File: src/rtl/instr_stream_encoder.sv
// Packs pnemonic instruction requests into 32-bit MIPS words and streams them to instruction memory.
// Latency: accept -> encode register -> FIFO head, so mem_we rises 2 cycles after acceptance at the earliest.
// Backpressure: req_ready drops when the encode register and the FIFO are both full; mem_ready stalls the FIFO head. Option: INSTR_ENC_ZEROREG_CHK_EN.

package mips_pkg;
    localparam logic [5:0] ZERO  = 6'h00;
    localparam logic [5:0] ADDI  = 6'h08;
    localparam logic [5:0] ADDIU = 6'h09;
    localparam logic [5:0] BEQ   = 6'h04;
    localparam logic [5:0] LW    = 6'h23;
    localparam logic [5:0] SW    = 6'h2B;
    localparam logic [5:0] JUMP  = 6'h02;
    localparam logic [5:0] ABS   = 6'h1C;

    localparam logic [5:0] ADD   = 6'h20;
    localparam logic [5:0] AND   = 6'h24;
    localparam logic [5:0] OR    = 6'h25;
    localparam logic [5:0] SLT   = 6'h2A;
    localparam logic [5:0] SUB   = 6'h22;
    localparam logic [5:0] XOR   = 6'h26;
    localparam logic [5:0] SRA   = 6'h03;
    localparam logic [5:0] SRL   = 6'h02;
    localparam logic [5:0] SLL   = 6'h00;
    localparam logic [5:0] MULT  = 6'h18;

    typedef enum logic [4:0] {
        NEM_ZERO, NEM_ADD, NEM_AND, NEM_OR, NEM_SLT, NEM_SUB, NEM_XOR,
        NEM_SRA, NEM_SRL, NEM_SLL, NEM_MULT,
        NEM_ADDI, NEM_ADDIU, NEM_BEQ, NEM_LW, NEM_SW, NEM_JUMP, NEM_ABS,
        NEM_BNE, NEM_LUI, NEM_ORI
    } t_instr_pnmen;
endpackage

module isenc_fifo #(
    parameter int DEPTH = 4,
    parameter int W     = 32
) (
    input  logic         clk,
    input  logic         rst,
    input  logic         push,
    input  logic [W-1:0] push_dat,
    input  logic         pop,
    output logic [W-1:0] head_dat,
    output logic         empty,
    output logic         full
);
    localparam int AW = $clog2(DEPTH);

    logic [W-1:0]  mem_q [DEPTH];
    logic [AW-1:0] wr_ptr_q, wr_ptr_d;
    logic [AW-1:0] rd_ptr_q, rd_ptr_d;
    logic [AW:0]   cnt_q, cnt_d;

    always_comb begin
        wr_ptr_d = wr_ptr_q;
        rd_ptr_d = rd_ptr_q;
        cnt_d    = cnt_q;
        if (push) wr_ptr_d = wr_ptr_q + 1'b1;
        if (pop)  rd_ptr_d = rd_ptr_q + 1'b1;
        case ({push, pop})
            2'b10:   cnt_d = cnt_q + 1'b1;
            2'b01:   cnt_d = cnt_q - 1'b1;
            default: cnt_d = cnt_q;
        endcase
    end

    always_ff @(posedge clk) begin
        if (!rst) begin
            wr_ptr_q <= '0;
            rd_ptr_q <= '0;
            cnt_q    <= '0;
        end else begin
            wr_ptr_q <= wr_ptr_d;
            rd_ptr_q <= rd_ptr_d;
            cnt_q    <= cnt_d;
        end
    end

    always_ff @(posedge clk) begin
        if (push) mem_q[wr_ptr_q] <= push_dat;
    end

    assign head_dat = mem_q[rd_ptr_q];
    assign empty    = (cnt_q == '0);
    assign full     = (cnt_q == (AW+1)'(DEPTH));
endmodule

module instr_stream_encoder
    import mips_pkg::*;
#(
    parameter int FIFO_DEPTH = 4,
    parameter int ADDR_W     = 32,
    parameter int MAX_WORDS  = 256
) (
    input  logic                         clk,
    input  logic                         rst,
    input  logic                         start,
    input  logic [ADDR_W-1:0]            base_addr,
    input  logic                         last,
    input  logic                         req_valid,
    output logic                         req_ready,
    input  t_instr_pnmen                 req_pnem,
    input  logic [4:0]                   req_rs,
    input  logic [4:0]                   req_rt,
    input  logic [4:0]                   req_rd,
    input  logic [4:0]                   req_shamt,
    input  logic [15:0]                  req_imm,
    input  logic [25:0]                  req_target,
    output logic                         mem_we,
    output logic [ADDR_W-1:0]            mem_addr,
    output logic [31:0]                  mem_wdata,
    input  logic                         mem_ready,
    output logic                         busy,
    output logic                         done,
    output logic                         err_illegal,
    output logic [$clog2(MAX_WORDS):0]   word_count
);
    localparam int CNT_W = $clog2(MAX_WORDS) + 1;

    typedef enum logic [1:0] {S_IDLE, S_LOAD, S_DRAIN, S_DONE} state_t;

    state_t             state_q, state_d;
    logic [ADDR_W-1:0]  addr_q, addr_d;
    logic [CNT_W-1:0]   wcnt_q, wcnt_d;
    logic [CNT_W-1:0]   acnt_q, acnt_d;
    logic               err_q, err_d;
    logic               enc_vld_q, enc_vld_d;
    logic [31:0]        enc_dat_q, enc_dat_d;

    logic               is_r, is_i, is_j, known;
    logic [5:0]         fn, op;
    logic [31:0]        enc_word;
    logic               enc_legal, zr_reject;

    logic               fifo_push, fifo_pop, fifo_empty, fifo_full;
    logic [31:0]        fifo_head;
    logic               push_ok, acc;

    always_comb begin
        is_r  = 1'b0;
        is_i  = 1'b0;
        is_j  = 1'b0;
        known = 1'b1;
        fn    = SLL;
        op    = ZERO;
        case (req_pnem)
            NEM_ZERO:  known = 1'b1;
            NEM_ADD:   begin is_r = 1'b1; fn = ADD;  end
            NEM_AND:   begin is_r = 1'b1; fn = AND;  end
            NEM_OR:    begin is_r = 1'b1; fn = OR;   end
            NEM_SLT:   begin is_r = 1'b1; fn = SLT;  end
            NEM_SUB:   begin is_r = 1'b1; fn = SUB;  end
            NEM_XOR:   begin is_r = 1'b1; fn = XOR;  end
            NEM_SRA:   begin is_r = 1'b1; fn = SRA;  end
            NEM_SRL:   begin is_r = 1'b1; fn = SRL;  end
            NEM_SLL:   begin is_r = 1'b1; fn = SLL;  end
            NEM_MULT:  begin is_r = 1'b1; fn = MULT; end
            NEM_ADDI:  begin is_i = 1'b1; op = ADDI;  end
            NEM_ADDIU: begin is_i = 1'b1; op = ADDIU; end
            NEM_BEQ:   begin is_i = 1'b1; op = BEQ;   end
            NEM_LW:    begin is_i = 1'b1; op = LW;    end
            NEM_SW:    begin is_i = 1'b1; op = SW;    end
            NEM_ABS:   begin is_i = 1'b1; op = ABS;   end
            NEM_JUMP:  is_j  = 1'b1;
            default:   known = 1'b0;
        endcase

        enc_word = 32'h0;
        if (is_r)      enc_word = {ZERO, req_rs, req_rt, req_rd, req_shamt, fn};
        else if (is_i) enc_word = {op, req_rs, req_rt, req_imm};
        else if (is_j) enc_word = {JUMP, req_target};
    end

`ifdef INSTR_ENC_ZEROREG_CHK_EN
    logic sll_nop, i_dst;
    // An all-zero SLL is the canonical NOP, so it must survive the $0 destination check.
    assign sll_nop   = (req_pnem == NEM_SLL) && (req_rs == '0) && (req_rt == '0) &&
                       (req_rd == '0) && (req_shamt == '0);
    assign i_dst     = (req_pnem == NEM_ADDI) || (req_pnem == NEM_ADDIU) ||
                       (req_pnem == NEM_LW)   || (req_pnem == NEM_ABS);
    assign zr_reject = (is_r && (req_rd == '0) && !sll_nop) || (i_dst && (req_rt == '0));
`else
    assign zr_reject = 1'b0;
`endif

    assign enc_legal = known && !zr_reject;

    // The encode register may hold a word while the FIFO is full, giving FIFO_DEPTH+1 slots.
    assign req_ready = (state_q == S_LOAD) && !(enc_vld_q && fifo_full) &&
                       (acnt_q < CNT_W'(MAX_WORDS));
    assign acc       = req_valid && req_ready;
    assign fifo_pop  = !fifo_empty && mem_ready;
    assign push_ok   = !fifo_full || fifo_pop;
    assign fifo_push = enc_vld_q && push_ok;

    always_comb begin
        state_d   = state_q;
        addr_d    = addr_q;
        wcnt_d    = wcnt_q;
        acnt_d    = acnt_q;
        err_d     = err_q;
        enc_vld_d = enc_vld_q;
        enc_dat_d = enc_dat_q;

        if (fifo_push) enc_vld_d = 1'b0;
        if (acc) begin
            enc_vld_d = enc_legal;
            enc_dat_d = enc_word;
            acnt_d    = acnt_q + 1'b1;
            if (!enc_legal) err_d = 1'b1;
        end
        if (fifo_pop) begin
            addr_d = addr_q + ADDR_W'(4);
            wcnt_d = wcnt_q + 1'b1;
        end

        case (state_q)
            S_IDLE: begin
                if (start) begin
                    state_d = S_LOAD;
                    addr_d  = base_addr;
                    wcnt_d  = '0;
                    acnt_d  = '0;
                    err_d   = 1'b0;
                end
            end
            S_LOAD: begin
                if (acc && (last || ((acnt_q + 1'b1) == CNT_W'(MAX_WORDS))))
                    state_d = S_DRAIN;
            end
            S_DRAIN: begin
                if (!enc_vld_q && fifo_empty) state_d = S_DONE;
            end
            default: state_d = S_IDLE;
        endcase
    end

    always_ff @(posedge clk) begin
        if (!rst) begin
            state_q   <= S_IDLE;
            addr_q    <= '0;
            wcnt_q    <= '0;
            acnt_q    <= '0;
            err_q     <= 1'b0;
            enc_vld_q <= 1'b0;
            enc_dat_q <= '0;
        end else begin
            state_q   <= state_d;
            addr_q    <= addr_d;
            wcnt_q    <= wcnt_d;
            acnt_q    <= acnt_d;
            err_q     <= err_d;
            enc_vld_q <= enc_vld_d;
            enc_dat_q <= enc_dat_d;
        end
    end

    isenc_fifo #(
        .DEPTH (FIFO_DEPTH),
        .W     (32)
    ) u_fifo (
        .clk      (clk),
        .rst      (rst),
        .push     (fifo_push),
        .push_dat (enc_dat_q),
        .pop      (fifo_pop),
        .head_dat (fifo_head),
        .empty    (fifo_empty),
        .full     (fifo_full)
    );

    assign mem_we      = !fifo_empty;
    assign mem_addr    = addr_q;
    assign mem_wdata   = fifo_empty ? 32'h0 : fifo_head;
    assign busy        = (state_q != S_IDLE);
    assign done        = (state_q == S_DONE);
    assign err_illegal = err_q;
    assign word_count  = wcnt_q;
endmodule
File: config.mk
export PLATFORM = sky130hd
export DESIGN_NAME = instr_stream_encoder
export DESIGN_NICKNAME = d
export VERILOG_FILES = /design/src/rtl/instr_stream_encoder.sv
export SDC_FILE = /design/constraint.sdc
export NUM_CORES = 1
export LEC_CHECK = 0
export ABC_AREA = 1
export CORE_UTILIZATION = 53
export CTS_CLUSTER_SIZE = 28
export DETAILED_ROUTE_END_ITERATION = 6
export PLACE_DENSITY = 0.79
export SYNTH_ARGS = -nofsm -noshare
export SYNTH_HDL_FRONTEND = slang
export SYNTH_SLANG_ARGS = --single-unit
File: constraint.sdc
create_clock -name clk -period 3.2 [get_ports clk]
set_input_delay 0.48 -clock clk [delete_from_list [all_inputs] [get_ports clk]]
set_output_delay 0.48 -clock clk [all_outputs]
set_load 0.05 [all_outputs]
==> impl_metrics.ini <==
[outcome]
outcome = finished, final reports clean

[routing]
antenna_left = 0
drc = 0
dr_total_vias = 8402
wl_per_cell_um = 15.45
via_per_inst = 5.232
totalWireLength_um = 24820
dr.pass1.iters = 7
drt_iter0_markers = 526

[logic_synthesis]
synth-seq-area-share = 0.5609
syn_avg_cell_area_sq_um = 8.854
yosysUniqueCellTypes = 44
ys_warn_count = 0
synth_seq_cells = 223
netlist_instances = 1157
syn_area_sq_um = 10240
syn_nets = 1276

[power_and_ir_drop]
p_total_uw = 9432
p_leak_uw = 0.005194
ir_drop_mv = 0.6677
powerDensity_nw_per_um2 = 727.6

[worst_setup_path]
cp_max_fo = 64
critPathArrivalTime_ns = 2.28
timing.rr.start = state_q[1]
regToRegEndpoint = enc_dat_q[2]
ff2ff_path_depth = 9
r2r_slack_ns = 1.02
start_kind = register
required_ns = 2.72
worstSetupPathType = register to output port
end_kind = output port

[timing]
rsz0062_at_grt = no
fmax_mhz = 362.3
finalSetupViolCount = 0
hold_violations = 0
slew_headroom = 0.5308
finalWorstSetupSlack_ns = 0.4401
slew_violations = 0
fin_crit_ns = 2.760
tightestPinTransition_ns = 0.7028
hold_ws_ns = 0.3731
period_share = 0.8625
fin_skew_ns = 0.01011
tns_ns = 0

[placed_design]
dp_hpwl_um = 16580
pre_cts_ws_ns = 0.5147
place_congestion = 0.8375
io_buffers = 182

[final_layout]
layout.nets = 1446
synthToLayoutAreaGrowth_pct = 26.54
final_cell_mix = 210 x nand2_1, 195 x nor2_1, 149 x clkdlybuf4s50_1, 128 x edfxtp_1, 107 x o21ai_0
drive_gt1_frac = 0.09814
layout_commonest_cell = nand2_1

[global_routing]
grt.overflow.total = 0
grt_pass1_wl_um = 39160
grt_use_total = 0.2487
grt_pass1_vias = 7824
grt_max_degree = 65
antenna_found_initial = 0

[clock_tree]
cts.sinks = 223
cts_tree = yes
cts.path.max_buffers = 3
cts_setup_buffers = 0
cts_root_buf = clkbuf_16
clk_pin_slew_ns = 0.06
cts_buffers = 24
clk_latency_ns = 0.50
htree_levels = 1

[hold_path]
hold_start = rst
hold_class = input port to register
hold-path-endpoint = u_fifo.cnt_q[1]
whs_path_depth = 3

[job]
drv_cap = 0

[die]
die_area_sq_um = 19890
die_h_um = 141.0
start_util = 0.5440
rows = 50
core_area_sq_um = 18830
ios = 183
die_w_um = 141.0
logic make-up (layout without fill, tap and decap cells):
logic type / count (synthesis) / after routing / share of synthesized area
xor+xnor: 24 / 24 / 0.02052
fa+ha+maj: 14 / 14 / 0.01783
other cells: 0 / 1 / 0
flops: 223 / 223 / 0.5609
compound gates: 215 / 215 / 0.1153
buf+inv: 165 / 353 / 0.06364
simple gates: 516 / 516 / 0.2218
final cells by class:
class,instances,area [sq um]
diodes,1,2.502
fillers,1458,5868
multi-input cells,769,3856
clock buffers,31,668.1
well taps,260,325.3
flip-flops and latches,223,5747
repair buffers,197,1849
inverters,112,421.7
clock inverters,13,92.59
cells in the mapped netlist, drive strengths merged:
| cell | count | area [sq um] |
|---|---|---|
| a21oi | 62 | 310.3 |
| ha | 13 | 162.7 |
| nor3 | 17 | 116.4 |
| nand3b | 4 | 30.03 |
| o211ai | 14 | 105.1 |
| and3 | 1 | 6.260 |
| a31o | 1 | 8.760 |
| a22oi | 2 | 15.01 |
| buf | 22 | 115.1 |
| o21ai | 113 | 565.5 |
| a31oi | 2 | 12.51 |
| o221ai | 2 | 17.52 |
| nand2 | 216 | 840.8 |
| a211oi | 5 | 37.54 |
| dfxtp | 95 | 1902 |
| nand3 | 50 | 295.3 |
| o21a | 10 | 75.07 |
| inv | 111 | 416.7 |
| nor2 | 207 | 839.6 |
| a22o | 3 | 26.28 |
| edfxtp | 128 | 3844 |
| clkbuf | 31 | 116.4 |
| xor2 | 10 | 87.58 |
| o31ai | 1 | 7.510 |
| nand4 | 20 | 131.4 |
| nor4 | 1 | 12.51 |
| fa | 1 | 20.02 |
| xnor2 | 14 | 122.6 |
| clkinv | 1 | 3.750 |
critical path, stage by stage (launching register included):
cell	delay, ns
dfxtp_2	0.34
buf_4	0.56
nor2_1	0.12
nor2_1	0.11
o21ai_0	0.10
a21oi_1	0.29
buf_4	0.26
where the power goes:
part           total [uW]  internal [uW]  switching (uW)
sequential           3750           3410             348
clock                2600           1550            1050
combinational        3080            976            2100
registers in the layout (all words and copies together) (netlist names), named ones only:
| register | flops |
|---|---|
| err_illegal | 1 |
| acnt_q | 9 |
| enc_dat_q | 32 |
| u_fifo.mem_q | 128 |
| mem_addr | 32 |
| enc_vld_q | 1 |
| u_fifo.cnt_q | 3 |
| word_count | 9 |
| state_q | 2 |
| u_fifo.wr_ptr_q | 2 |
| u_fifo.rd_ptr_q | 2 |
metal layers:
| layer | vias up | track usage | routed length (um) |
|---|---|---|---|
| li1 | 4191 | - | - |
| met1 | 3902 | 0.3106 | 10380 |
| met2 | 267 | 0.4383 | 12260 |
| met3 | 42 | 0.04823 | 1718 |
| met4 | 0 | 0.07094 | 456 |
| met5 | - | 0 | 0 |
through the flow:
stage	util	area (sq um)	cells
after floorplan	-	10240	1157
final	0.6884	12960	1606
after global routing	0.6882	12960	1605
after global placement	0.6478	12200	1561
after detailed placement	0.6478	12200	1561
after CTS	0.6882	12960	1605
repair_timing:
action                                  CTS  global route
hold buffers                              0             0
resized for setup                         1             0
endpoints found under the setup margin   10             0
how the worst max path moves through the flow:
stage	end	from
after floorplan	u_fifo.mem_q[0][0]	u_fifo.cnt_q[1]
after global placement	mem_wdata[11]	register
after detailed placement	mem_wdata[11]	register
after CTS	mem_wdata[5]	register
final	mem_wdata[3]	register
after global routing	mem_wdata[5]	register
No activity file was read; power rests on OpenSTA's default activity.
